## src/rtl/regfile_wr_arb_if.sv

```systemverilog
// rtl/regfile_wr_arb_if.sv - bundle of write-request, reservation and regfile-write-port signals for regfile_wr_arb
//   master: write sources, decoder reservation, regfile/scoreboard consumers
//   slave : the arbiter (regfile_wr_arb)
//   req_valid/req_addr/req_data/req_ready : per-source write requests and grants
//   resv_valid/resv_addr                  : destination reservation at issue
//   we3/wa3/wd3                           : registered regfile write port
//   grant_id, busy, err_dup               : grant index, pending-write scoreboard, sticky duplicate flag
interface regfile_wr_arb_if #(
    parameter int DW   = 8,
    parameter int AW   = 4,
    parameter int NREQ = 3
);
    logic [NREQ-1:0]      req_valid;
    logic [NREQ*AW-1:0]   req_addr;
    logic [NREQ*DW-1:0]   req_data;
    logic [NREQ-1:0]      req_ready;
    logic                 resv_valid;
    logic [AW-1:0]        resv_addr;
    logic                 we3;
    logic [AW-1:0]        wa3;
    logic [DW-1:0]        wd3;
    logic [1:0]           grant_id;
    logic [(1<<AW)-1:0]   busy;
    logic                 err_dup;

    modport master (
        output req_valid, req_addr, req_data, resv_valid, resv_addr,
        input  req_ready, we3, wa3, wd3, grant_id, busy, err_dup
    );

    modport slave (
        input  req_valid, req_addr, req_data, resv_valid, resv_addr,
        output req_ready, we3, wa3, wd3, grant_id, busy, err_dup
    );
endinterface

```

## src/rtl/regfile_wr_arb.sv

```systemverilog
// rtl/regfile_wr_arb.sv - round-robin arbiter for the shared regfile write port with pending-write scoreboard
//   clk   : system clock, rising edge
//   reset : synchronous, active-high
//   bus   : regfile_wr_arb_if.slave (requests, grants, reservation, we3/wa3/wd3, grant_id, busy, err_dup)
//   Build option WRARB_FIXED_PRIO_EN: fixed priority source 0 > 1 > 2, no round-robin pointer.
module regfile_wr_arb #(
    parameter int DW   = 8,
    parameter int AW   = 4,
    parameter int NREQ = 3
) (
    input  logic               clk,
    input  logic               reset,
    regfile_wr_arb_if.slave    bus
);
    localparam int NREG = 1 << AW;

    logic            we3_q, we3_d;
    logic [AW-1:0]   wa3_q, wa3_d;
    logic [DW-1:0]   wd3_q, wd3_d;
    logic [NREG-1:0] busy_q, busy_d;
    logic            err_dup_q, err_dup_d;

    logic [NREQ-1:0] ready_c;
    logic [1:0]      gid_c;
    logic            accept_c;
    logic [AW-1:0]   sel_addr_c;
    logic [DW-1:0]   sel_data_c;
    int              start_c;

`ifdef WRARB_FIXED_PRIO_EN
    assign start_c = 0;
`else
    logic [1:0] ptr_q, ptr_d;
    assign start_c = int'(ptr_q);

    always_comb begin
        ptr_d = ptr_q;
        if (accept_c) begin
            ptr_d = (int'(gid_c) == NREQ - 1) ? 2'd0 : gid_c + 2'd1;
        end
    end

    always_ff @(posedge clk) begin
        if (reset) begin
            ptr_q <= 2'd0;
        end else begin
            ptr_q <= ptr_d;
        end
    end
`endif

    // Search from start_c, wrapping once; the first valid source wins.
    always_comb begin : arb_search
        int idx;
        ready_c  = '0;
        gid_c    = 2'd0;
        accept_c = 1'b0;
        idx      = 0;
        for (int k = 0; k < NREQ; k++) begin
            idx = start_c + k;
            if (idx >= NREQ) begin
                idx = idx - NREQ;
            end
            if (!accept_c && bus.req_valid[idx]) begin
                accept_c     = 1'b1;
                ready_c[idx] = 1'b1;
                gid_c        = 2'(idx);
            end
        end
    end

    assign sel_addr_c = bus.req_addr[int'(gid_c)*AW +: AW];
    assign sel_data_c = bus.req_data[int'(gid_c)*DW +: DW];

    // Writes to register 0 are accepted (and advance the pointer) but never reach the port.
    always_comb begin
        we3_d = 1'b0;
        wa3_d = wa3_q;
        wd3_d = wd3_q;
        if (accept_c && (sel_addr_c != '0)) begin
            we3_d = 1'b1;
            wa3_d = sel_addr_c;
            wd3_d = sel_data_c;
        end
    end

    // Clear follows the actual regfile write (registered port); a same-cycle set wins.
    always_comb begin
        busy_d = busy_q;
        for (int r = 1; r < NREG; r++) begin
            if (we3_q && (wa3_q == AW'(r))) begin
                busy_d[r] = 1'b0;
            end
            if (bus.resv_valid && (bus.resv_addr == AW'(r))) begin
                busy_d[r] = 1'b1;
            end
        end
        busy_d[0] = 1'b0;

        err_dup_d = err_dup_q;
        if (bus.resv_valid && (bus.resv_addr != '0) && busy_q[bus.resv_addr] &&
            !(we3_q && (wa3_q == bus.resv_addr))) begin
            err_dup_d = 1'b1;
        end
    end

    always_ff @(posedge clk) begin
        if (reset) begin
            we3_q     <= 1'b0;
            wa3_q     <= '0;
            wd3_q     <= '0;
            busy_q    <= '0;
            err_dup_q <= 1'b0;
        end else begin
            we3_q     <= we3_d;
            wa3_q     <= wa3_d;
            wd3_q     <= wd3_d;
            busy_q    <= busy_d;
            err_dup_q <= err_dup_d;
        end
    end

    assign bus.req_ready = ready_c;
    assign bus.grant_id  = gid_c;
    assign bus.we3       = we3_q;
    assign bus.wa3       = wa3_q;
    assign bus.wd3       = wd3_q;
    assign bus.busy      = busy_q;
    assign bus.err_dup   = err_dup_q;
endmodule

```

## src/flat_wrapper.sv

```systemverilog
// flat-port wrapper written by rule: the top's interface ports become plain ports
module regfile_wr_arb_flat 
#(
    parameter int DW   = 8,
    parameter int AW   = 4,
    parameter int NREQ = 3
)
  (clk, reset, bus_req_valid, bus_req_addr, bus_req_data, bus_resv_valid, bus_resv_addr, bus_req_ready, bus_we3, bus_wa3, bus_wd3, bus_grant_id, bus_busy, bus_err_dup);
  regfile_wr_arb_if #(.DW(DW), .AW(AW), .NREQ(NREQ)) bus_i ();
  input  logic clk;
  input  logic reset;
  input wire logic [$bits(bus_i.req_valid)-1:0] bus_req_valid;
  input wire logic [$bits(bus_i.req_addr)-1:0] bus_req_addr;
  input wire logic [$bits(bus_i.req_data)-1:0] bus_req_data;
  input wire logic [$bits(bus_i.resv_valid)-1:0] bus_resv_valid;
  input wire logic [$bits(bus_i.resv_addr)-1:0] bus_resv_addr;
  output wire logic [$bits(bus_i.req_ready)-1:0] bus_req_ready;
  output wire logic [$bits(bus_i.we3)-1:0] bus_we3;
  output wire logic [$bits(bus_i.wa3)-1:0] bus_wa3;
  output wire logic [$bits(bus_i.wd3)-1:0] bus_wd3;
  output wire logic [$bits(bus_i.grant_id)-1:0] bus_grant_id;
  output wire logic [$bits(bus_i.busy)-1:0] bus_busy;
  output wire logic [$bits(bus_i.err_dup)-1:0] bus_err_dup;
  assign bus_i.req_valid = bus_req_valid;
  assign bus_i.req_addr = bus_req_addr;
  assign bus_i.req_data = bus_req_data;
  assign bus_i.resv_valid = bus_resv_valid;
  assign bus_i.resv_addr = bus_resv_addr;
  assign bus_req_ready = bus_i.req_ready;
  assign bus_we3 = bus_i.we3;
  assign bus_wa3 = bus_i.wa3;
  assign bus_wd3 = bus_i.wd3;
  assign bus_grant_id = bus_i.grant_id;
  assign bus_busy = bus_i.busy;
  assign bus_err_dup = bus_i.err_dup;
  regfile_wr_arb #(.DW(DW), .AW(AW), .NREQ(NREQ)) u_core (.clk(clk), .reset(reset), .bus(bus_i));
endmodule
```

## config.mk

```make
export PLATFORM = sky130hd
export DESIGN_NAME = regfile_wr_arb_flat
export DESIGN_NICKNAME = d
export VERILOG_FILES = /design/src/rtl/regfile_wr_arb_if.sv /design/src/rtl/regfile_wr_arb.sv /design/src/flat_wrapper.sv
export SDC_FILE = /design/constraint.sdc
export NUM_CORES = 1
export LEC_CHECK = 0
export BUFFER_PORTS_ARGS = -buffer_cell sky130_fd_sc_hd__buf_2
export CAP_MARGIN = 10
export CORE_MARGIN = 8
export CORE_UTILIZATION = 45
export DETAILED_ROUTE_END_ITERATION = 7
export PLACE_DENSITY = 0.77
export SYNTH_ARGS = -nofsm -noshare
export SYNTH_HDL_FRONTEND = slang
export SYNTH_SLANG_ARGS = --single-unit
export TNS_END_PERCENT = 1
```

## constraint.sdc

```tcl
create_clock -name clk -period 6.05 [get_ports clk]
set_input_delay 0 -clock clk [delete_from_list [all_inputs] [get_ports clk]]
set_output_delay 0 -clock clk [all_outputs]
set_load 0.005 [all_outputs]
```

Word level (Yosys, flattened, before mapping) --
Cells that the tools add are included.
Cells by class: $add $sub $neg 6, order comparisons 10, equal/unequal tests 32, shift-type cells 2, muxes and demuxes 61, bitwise gates (word level) 2, reduce and logical (&&, ||, !) cells 60
Operators with widths (count):
- $ge A32 B1 Y1 const B | 3
- $lt A32 B4 Y1 const B | 3
- $mux W32 | 3
- $eq A4 B4 Y1 const B | 16
- $ge A32 B3 Y1 const B | 2
- $sub A32 B3 Y32 const B | 2
- $mux W1 | 44
- $logic_and A1 B1 Y1 | 40
- $eq A4 B3 Y1 const B | 8
- $reduce_bool A2 Y1 | 15
- $shiftx A24 B6 Y8 | 1
- $eq A4 B2 Y1 const B | 4
- $shiftx A12 B5 Y4 | 1
- $mux W3 | 3
- $eq A4 B1 Y1 const B | 2
- $mux W2 | 4
- $reduce_bool A4 Y1 | 2
- $bmux W1 S2 | 3
- $demux W1 S2 | 3
- $or A3 B3 Y3 | 2
- $lt A4 B5 Y1 const B | 1
- $bmux W1 S4 | 1
- $eq A4 B4 Y1 | 1
- $add A2 B1 Y3 const B | 1
- other kinds (6) | 8
Word-level totals: register bits after elaboration 32, input port bits 46, output and inout port bits 35, word-level logic and storage cells 194

Depth between registers and ports, before layout --
Gate-level depths: netlist (run 1).
word-level depth 16, gate-level depth with buffers 13

Worst setup path before layout (run 1) --
OpenSTA, ideal clock, no wires.
kind register to register, from reg u_core.ptr_q[0], to reg u_core.wa3_q[2] (netlist: u_core.bus.wa3[2]), arrival 2.385 ns, required time 5.934 ns, setup slack 3.550 ns, stages on the path, launching flop included 12, clock period less this slack 2.500 ns, cell sequence dfxtp_1 -> inv_1 -> ha_1 -> buf_2 -> nand3b_1 -> o21ai_2 -> or3_4 -> a21oi_1 -> o31ai_1 -> a41o_2 -> buf_6 -> a31o_1
On the way: word-level cells in the longest chain between the ends 15, elaborated cells on any way between the ends 33
Ends and longest elaborated chain:
- from (decl) | RTL line regfile_wr_arb.sv:33 | logic [1:0] ptr_q, ptr_d;
- from (signal assigned) | RTL line regfile_wr_arb.sv:47 | ptr_q <= ptr_d;
- branches (longest 15 deep; another with $sub A32 B3 Y32)
- to (signal assigned) | RTL line regfile_wr_arb.sv:116 | wa3_q <= wa3_d;
- to (decl) | RTL line regfile_wr_arb.sv:18 | logic [AW-1:0] wa3_q, wa3_d;
Several ways; the timed one is not identified. The select of a mux whose other input is x is not followed. A chain may end at the register's enable or synchronous reset.

Final worst setup path (run 1) --
from reg u_core.ptr_q[0], to reg u_core.wd3_q[5] (netlist: u_core.bus.wd3[5])
On the way: word-level cells in the longest chain between the ends 15, elaborated cells on any way between the ends 34
Ends and longest elaborated chain:
- branches (longest 15 deep; another with $sub A32 B3 Y32)
- to (signal assigned) | RTL line regfile_wr_arb.sv:117 | wd3_q <= wd3_d;
- to (decl) | RTL line regfile_wr_arb.sv:19 | logic [DW-1:0] wd3_q, wd3_d;
Several ways; the timed one is not identified. The select of a mux whose other input is x is not followed.

==> results of run 1 <==
## area by class of cell
| class | instances | area [um^2] |
|---|---|---|
| clock buffer | 8 | 100 |
| inverter | 5 | 18.8 |
| multi-input combinational | 208 | 1380 |
| tap | 54 | 67.6 |
| timing repair buffer | 79 | 395 |
| fill | 436 | 2050 |
| sequential | 31 | 621 |
## Yosys cell counts, drive strengths merged
| cell type | count | area share (%) |
|---|---|---|
| nand4 | 4 | 1.2 |
| a22oi | 3 | 1.3 |
| mux4 | 4 | 4.3 |
| a21o | 3 | 1.1 |
| mux2i | 19 | 9.2 |
| a41o | 1 | 0.53 |
| nand2b | 9 | 2.7 |
| dfxtp | 31 | 29 |
| buf | 8 | 2.7 |
| o41ai | 1 | 0.42 |
| a21oi | 21 | 5.0 |
| o21ai | 25 | 6.3 |
| nand3 | 10 | 2.4 |
| xnor2 | 1 | 0.42 |
| nand2 | 28 | 5.0 |
| nor3b | 1 | 0.36 |
| mux2 | 1 | 0.53 |
| a211o | 8 | 3.3 |
| or3 | 1 | 0.53 |
| or2 | 2 | 0.59 |
| a31o | 5 | 2.1 |
| ha | 4 | 2.4 |
| o31a | 1 | 0.42 |
| o21a | 2 | 0.71 |
| and2 | 1 | 0.30 |
| conb | 1 | 0.18 |
| a31oi | 1 | 0.30 |
| inv | 5 | 0.89 |
| nor2 | 21 | 3.7 |
| nor2b | 3 | 0.89 |
| or2b | 1 | 0.36 |
| xor2 | 3 | 1.2 |
| nand3b | 8 | 2.8 |
| a21boi | 1 | 0.36 |
| o31ai | 9 | 3.2 |
| clkbuf | 10 | 1.8 |
| and3 | 1 | 0.30 |
| nor3 | 4 | 0.95 |
## final timing paths
kind / start / end / slack [ns] / depth (start not counted)
worst max-delay path: u_core.ptr_q[0] / u_core.bus.wd3[5] / 3.09 / 9
worst min-delay path: bus_resv_addr[2] / u_core.bus.busy[12] / 0.07 / 3
worst max register to register: u_core.ptr_q[0] / u_core.bus.wd3[5] / 3.09 / 9
worst min register to register: u_core.bus.err_dup / u_core.bus.err_dup / 0.46 / 2
## sequential cells by signal (all words and copies together) (netlist names)
name                count
u_core.bus.wa3          4
u_core.bus.we3          1
u_core.bus.busy        15
u_core.ptr_q            2
u_core.bus.err_dup      1
u_core.bus.wd3          8
## cells by family (layout without fill, tap and decap cells)
kind of cell,count (synthesis),after routing
flops,31,31
xor+xnor,4,4
fa+ha+maj,4,4
other cells,1,1
simple gates,94,94
mux,24,24
buf+inv,23,92
compound gates,81,81
## worst register-to-register path, stage by stage, from the launching register on
cell and delay [ns]:
dfxtp_1 0.38, inv_1 0.08, ha_1 0.40, nand3b_1 0.16, a21o_1 0.11, a31o_1 0.52, inv_2 0.18, o31ai_1 0.39
a41o_2 0.45, mux2i_1 0.22
## routing by layer
layer / track usage (%) / wire [um]
met1: 19.0 / 2470
met2: 27.3 / 2800
met3: 6.34 / 572
met4: 6.63 / 102
met5: 0 / 0
## power groups by stage
stage          registers [uW]  clock network (uW)  logic (uW)
2_1_floorplan             284                   0         457
3_3_place_gp              300                   0         554
3_5_place_dp              298                   0         566
4_1_cts                   295                 184         570
5_1_grt                   303                 193         631
6_report                  296                 180         571
## metrics by stage
step                      instances  power [uW]
after global placement          377         853
after CTS                       385        1050
after detailed placement        377         864
after global routing            385        1130
after floorplan                 262         741
final                           385        1050
==> results.md, run 1 <==
- Status: finished clean
- FMAX: 337 MHz
- CTS tree: done
- CP top delay family: compound AO/OA/AOI/OAI gates
- Initial Util: 45.6%
- Router iterations before antenna repair: 8
- Reg power frac: 28.3%
- RD Place Congestion: 0.917
- Worst-Skew Late Latency: 0.29 ns
- VDD IR max: 250 uV
- CTS resizes: 0
- Root buf cell: clkbuf_8
- CTS Hold Buffers Added: 0
- Combinational share of power: 54.5%
- Crit path capture type: flip-flop
- Worst hold slack: 0.0683 ns
- P&R area growth vs syn: 22.2%
- PnR worst setup slack: 3.09 ns
- Leading cell type in the layout, fill and taps excluded: buf_2
- Class of the worst hold path: in -> reg
- Final number of hold-violating endpoints: 0
- Max-cap violations: 0
- Slowest cell on crit path: a31o_1
- Core area: 4630 um^2
- Total gr overflow: 0
- Xor and xnor area share after synthesis: 1.66%
- RSZ-0062 raised after global routing: no
- Finished Core Util: 55.7%
- Share of layout cells above drive strength 1: 31.1%
- Seq cells post-synth: 31
- Post-DP HPWL: 4.59 mm
- Final Max Slew Viols: 0
- Num rows: 25
- Post-Synth Adder-Cell Area: 2.37%
- Mapped Area: 2110 um^2
- Post-CTS Setup Bufs: 0
- Syn. warnings: 0
- Final Cycle Share: 49.0%
- ANT cells: 0
- WL/cell: 15.4 um
- Initial DRC Count: 129
- Nets: 380
- Psw: 444 uW
- Reg clk slew, reported paths: 0.07 ns
- Buffers on Ports: 79
- Vias in the first global route: 2176
- Routed WL: 5.94 mm
- Fin crit period: 2.96 ns
- Mapped Cells: 262
- Slew headroom: 55.0%
- Avg Cell Area, Syn: 8.06 um^2
- Number of routed nets with antenna violations: 0
- Static leakage: 0.00115 uW
- Commonest non-fill, non-tap cells in the layout: buf_2, dfxtp_1, nand2_1, o21ai_0
- Clock Skew: 0.00501 ns
- DIE WIDTH: 84.5 um
- Worst endpoint required time: 6.26 ns
- Clk buf depth: 2
- Final Cell Area: 2580 um^2
- Syn nets: 312
- Power per cell area: 406 nW/um^2
- Clock Sinks: 31
- Post-synthesis compound-gate area fraction: 25.0%
- Die area: 7140 um^2
- DIE HEIGHT: 84.5 um
- Crit-path max cell delay: 0.52 ns
- Placed instance area: 2480 um^2
- Largest net degree at the start of global routing: 31
- Place WS: 3.13 ns
- Worst path cell trace: inv_1, ha_1, nand3b_1, a21o_1, a31o_1, inv_2, o31ai_1, a41o_2, mux2i_1
- Clock Power Share: 17.2%
- Multiplexer share of the synthesized area: 14.0%
- Final setup fails: 0
- # H-tree levels: 2
- Ports: 81
- Crit path kind: reg -> reg
- Register area share after synthesis: 29.4%
- Startpoint types: flip-flop
- Worst Path Max Fanout: 18
- TritonCTS buffer count: 5
- Total GRT Usage: 16.6%
- Total negative slack: 0 ns
- WP buf/inv: 2
- Critical path arrival: 3.18 ns
- Worst-Margin Slew: 0.668 ns
- Switching part of the total: 42.4%
- Internal power: 603 uW
- Combinational family with the most area after synthesis: compound AO/OA/AOI/OAI gates
- Initial antenna violation count: 0
- Unique masters post-synth: 46
- Via count: 2209
- Vias per cell: 5.74
- Post-synthesis simple-gate area fraction: 22.1%
- Global-route wire length before repair: 9.87 mm
- DRC Markers: 0
No activity file was read; power rests on OpenSTA's default activity.
==> run 2: changes to the inputs <==
==> constraint.sdc (replaced) <==
create_clock -name clk -period 3 [get_ports clk]
set_input_delay 0 -clock clk [delete_from_list [all_inputs] [get_ports clk]]
set_output_delay 0 -clock clk [all_outputs]
set_load 0.005 [all_outputs]
==> results.md, run 2 (synthesis gave the netlist of run 1 again) <==
- FMAX: 364 MHz (+8.0%)
- DIE WIDTH: 84.5 um (unchanged)
- Post-DP HPWL: 4.62 mm (+0.64%)
- P&R area growth vs syn: 24.3%
- Share of layout cells above drive strength 1: 32.3% (+1.2 points)
- Initial antenna violation count: 0 (unchanged)
- Crit path capture type: flip-flop
- Max-cap violations: 0 (unchanged)
- Worst R2R Setup Slack: 0.26 ns (-2.83 ns)
- Die area: 7140 um^2 (unchanged)
- Buffers on Ports: 79 (unchanged)
- Critical path arrival: 2.92 ns (-0.26 ns)
- Power per cell area: 841 nW/um^2 (+110%)
- Number of flip-flops in the largest register: 15 (unchanged)
- Largest net degree at the start of global routing: 31 (unchanged)
- VDD IR max: 508 uV (+100%)
- Total gr overflow: 0 (unchanged)
- RR Startpoint: u_core.ptr_q[0]
- # H-tree levels: 2 (unchanged)
- Routed WL: 6.01 mm (+1.2%)
- Worst-Skew Late Latency: 0.28 ns (about the same)
- Worst path cell trace: inv_1, ha_1, nand3b_1, o21a_1, or3_4, a21oi_1, o31ai_1, a41o_2, a31o_2
- ANT cells: 0 (unchanged)
- Final Max Slew Viols: 0 (unchanged)
- RSZ-0062 raised after global routing: no
- DIE HEIGHT: 84.5 um (unchanged)
- Static leakage: 0.00117 uW (+2.2%)
- Hold_sp: bus_resv_addr[2]
- Leading cell type in the layout, fill and taps excluded: buf_2
- Number of routed nets with antenna violations: 0 (unchanged)
- CTS Hold Buffers Added: 0 (unchanged)
- Via count: 2216 (+0.32%)
- Total negative slack: 0 ns (unchanged)
- Clock Sinks: 31 (unchanged)
- Commonest non-fill, non-tap cells in the layout: buf_2, dfxtp_1, nand2_1, o21ai_0
- RD Place Congestion: 0.929 (+1.2%)
- Crit. Startpoint: u_core.ptr_q[0]
- Nets: 383 (+0.79%)
- Startpoint types: flip-flop
- Crit-path max cell delay: 0.43 ns (-0.09 ns)
- Class of the worst hold path: in -> reg
- WL/cell: 15.5 um (+0.40%)
- Global-route wire length before repair: 9.82 mm (-0.50%)
- Initial Util: 45.6% (unchanged)
- Total GRT Usage: 16.5% (-0.16 points)
- Final number of hold-violating endpoints: 0 (unchanged)
- Slowest cell on crit path: ha_1
- Worst-Margin Slew: 0.705 ns (+0.0369 ns)
- Router iterations before antenna repair: 4 (-4)
- Clk buf depth: 2 (unchanged)
- Finished Core Util: 56.7% (+0.97 points)
- CTS tree: done
- TritonCTS buffer count: 5 (unchanged)
- Reg clk slew, reported paths: 0.07 ns (about the same)
- Worst hold slack: 0.0790 ns (+0.0106 ns)
- Core area: 4630 um^2 (unchanged)
- Crit path kind: reg -> reg
- Clock Skew: 0.00612 ns (+0.00111 ns)
- Final Cycle Share: 91.5% (+42 points)
- Post-CTS Setup Bufs: 0 (unchanged)
- DRC Markers: 0 (unchanged)
- Status: finished clean
- Final setup fails: 0 (unchanged)
- Num rows: 25 (unchanged)
- Worst endpoint required time: 3.17 ns (-3.09 ns)
- Root buf cell: clkbuf_8
- Initial DRC Count: 115 (-11%)
- Ports: 81 (unchanged)
- Slew headroom: 52.5% (-2.5 points)
- Vias in the first global route: 2184 (+0.37%)
- Worst Path Max Fanout: 13 (-5)
- Fin crit period: 2.74 ns (-0.220 ns)
- Vias per cell: 5.71 (-0.46%)
run 2: changes by cell type in the layout (fill, tap and decap cells not counted), sizes merged:
| cell | previous run | this run |
|---|---|---|
| buf | 79 | 82 |
| bufinv | 0 | 1 |
| clkbuf | 8 | 6 |
| clkinv | 0 | 1 |
run 2: what timing repair did:
item	in CTS	in global routing
endpoints found under the setup margin	0	13
resized for setup	0	1
hold endpoints to repair	0	0
run 2: worst paths after layout:
kind / endpoint / cells after the start
max reg2reg: u_core.bus.wa3[3] / 9
min: u_core.bus.busy[15] / 3
min reg2reg: u_core.bus.wd3[0] / 2
max: u_core.bus.wa3[3] / 9
run 2: final cells by class:
class                      count  area (um^2)
tap                           54         67.6
timing repair buffer          82          418
multi-input combinational    208         1380
clock buffer                   6         82.6
fill                         455         2010
inverter                       5         18.8
clock inverter                 2         35.0
sequential                    31          621
run 2: worst max-delay path: cells and delay by family, from the launching register on:
family | cells | cell delay [ns]
AOI/OAI and AO/OA | 5 | 1.18
adders and majority gates | 1 | 0.43
buffers and inverters | 1 | 0.08
DFF | 1 | 0.38
and+or+nand+nor | 2 | 0.55
run 2: where the power goes:
| group | switching [uW] | internal (uW) | total, uW | leakage (uW) |
|---|---|---|---|---|
| combinational | 648 | 535 | 1180 | 0.000856 |
| clock | 155 | 269 | 424 | 0.0000612 |
| sequential | 99.5 | 500 | 599 | 0.000254 |
| total | 903 | 1300 | 2210 | 0.00117 |
run 2: metal layers:
| layer | GRT usage (%) | up-vias | part of all wire, % |
|---|---|---|---|
| met5 | 0 | - | 0 |
| met4 | 5.02 | 0 | 1.4 |
| met3 | 5.66 | 11 | 8.2 |
| met2 | 28.0 | 99 | 49 |
| met1 | 19.0 | 1016 | 42 |
| li1 | - | 1090 | - |
run 2: stage by stage:
stage / setup WS (ns) / std cells / total power, uW / instance area, um^2
floorplan: 0.500 / 262 / 1490 / 2110
global placement: 0.330 / 380 / 1760 / 2500
detailed placement: 0.195 / 380 / 1790 / 2500
CTS: 0.180 / 388 / 2220 / 2620
global route: 0.0271 / 388 / 2360 / 2620
finish: 0.256 / 388 / 2210 / 2620
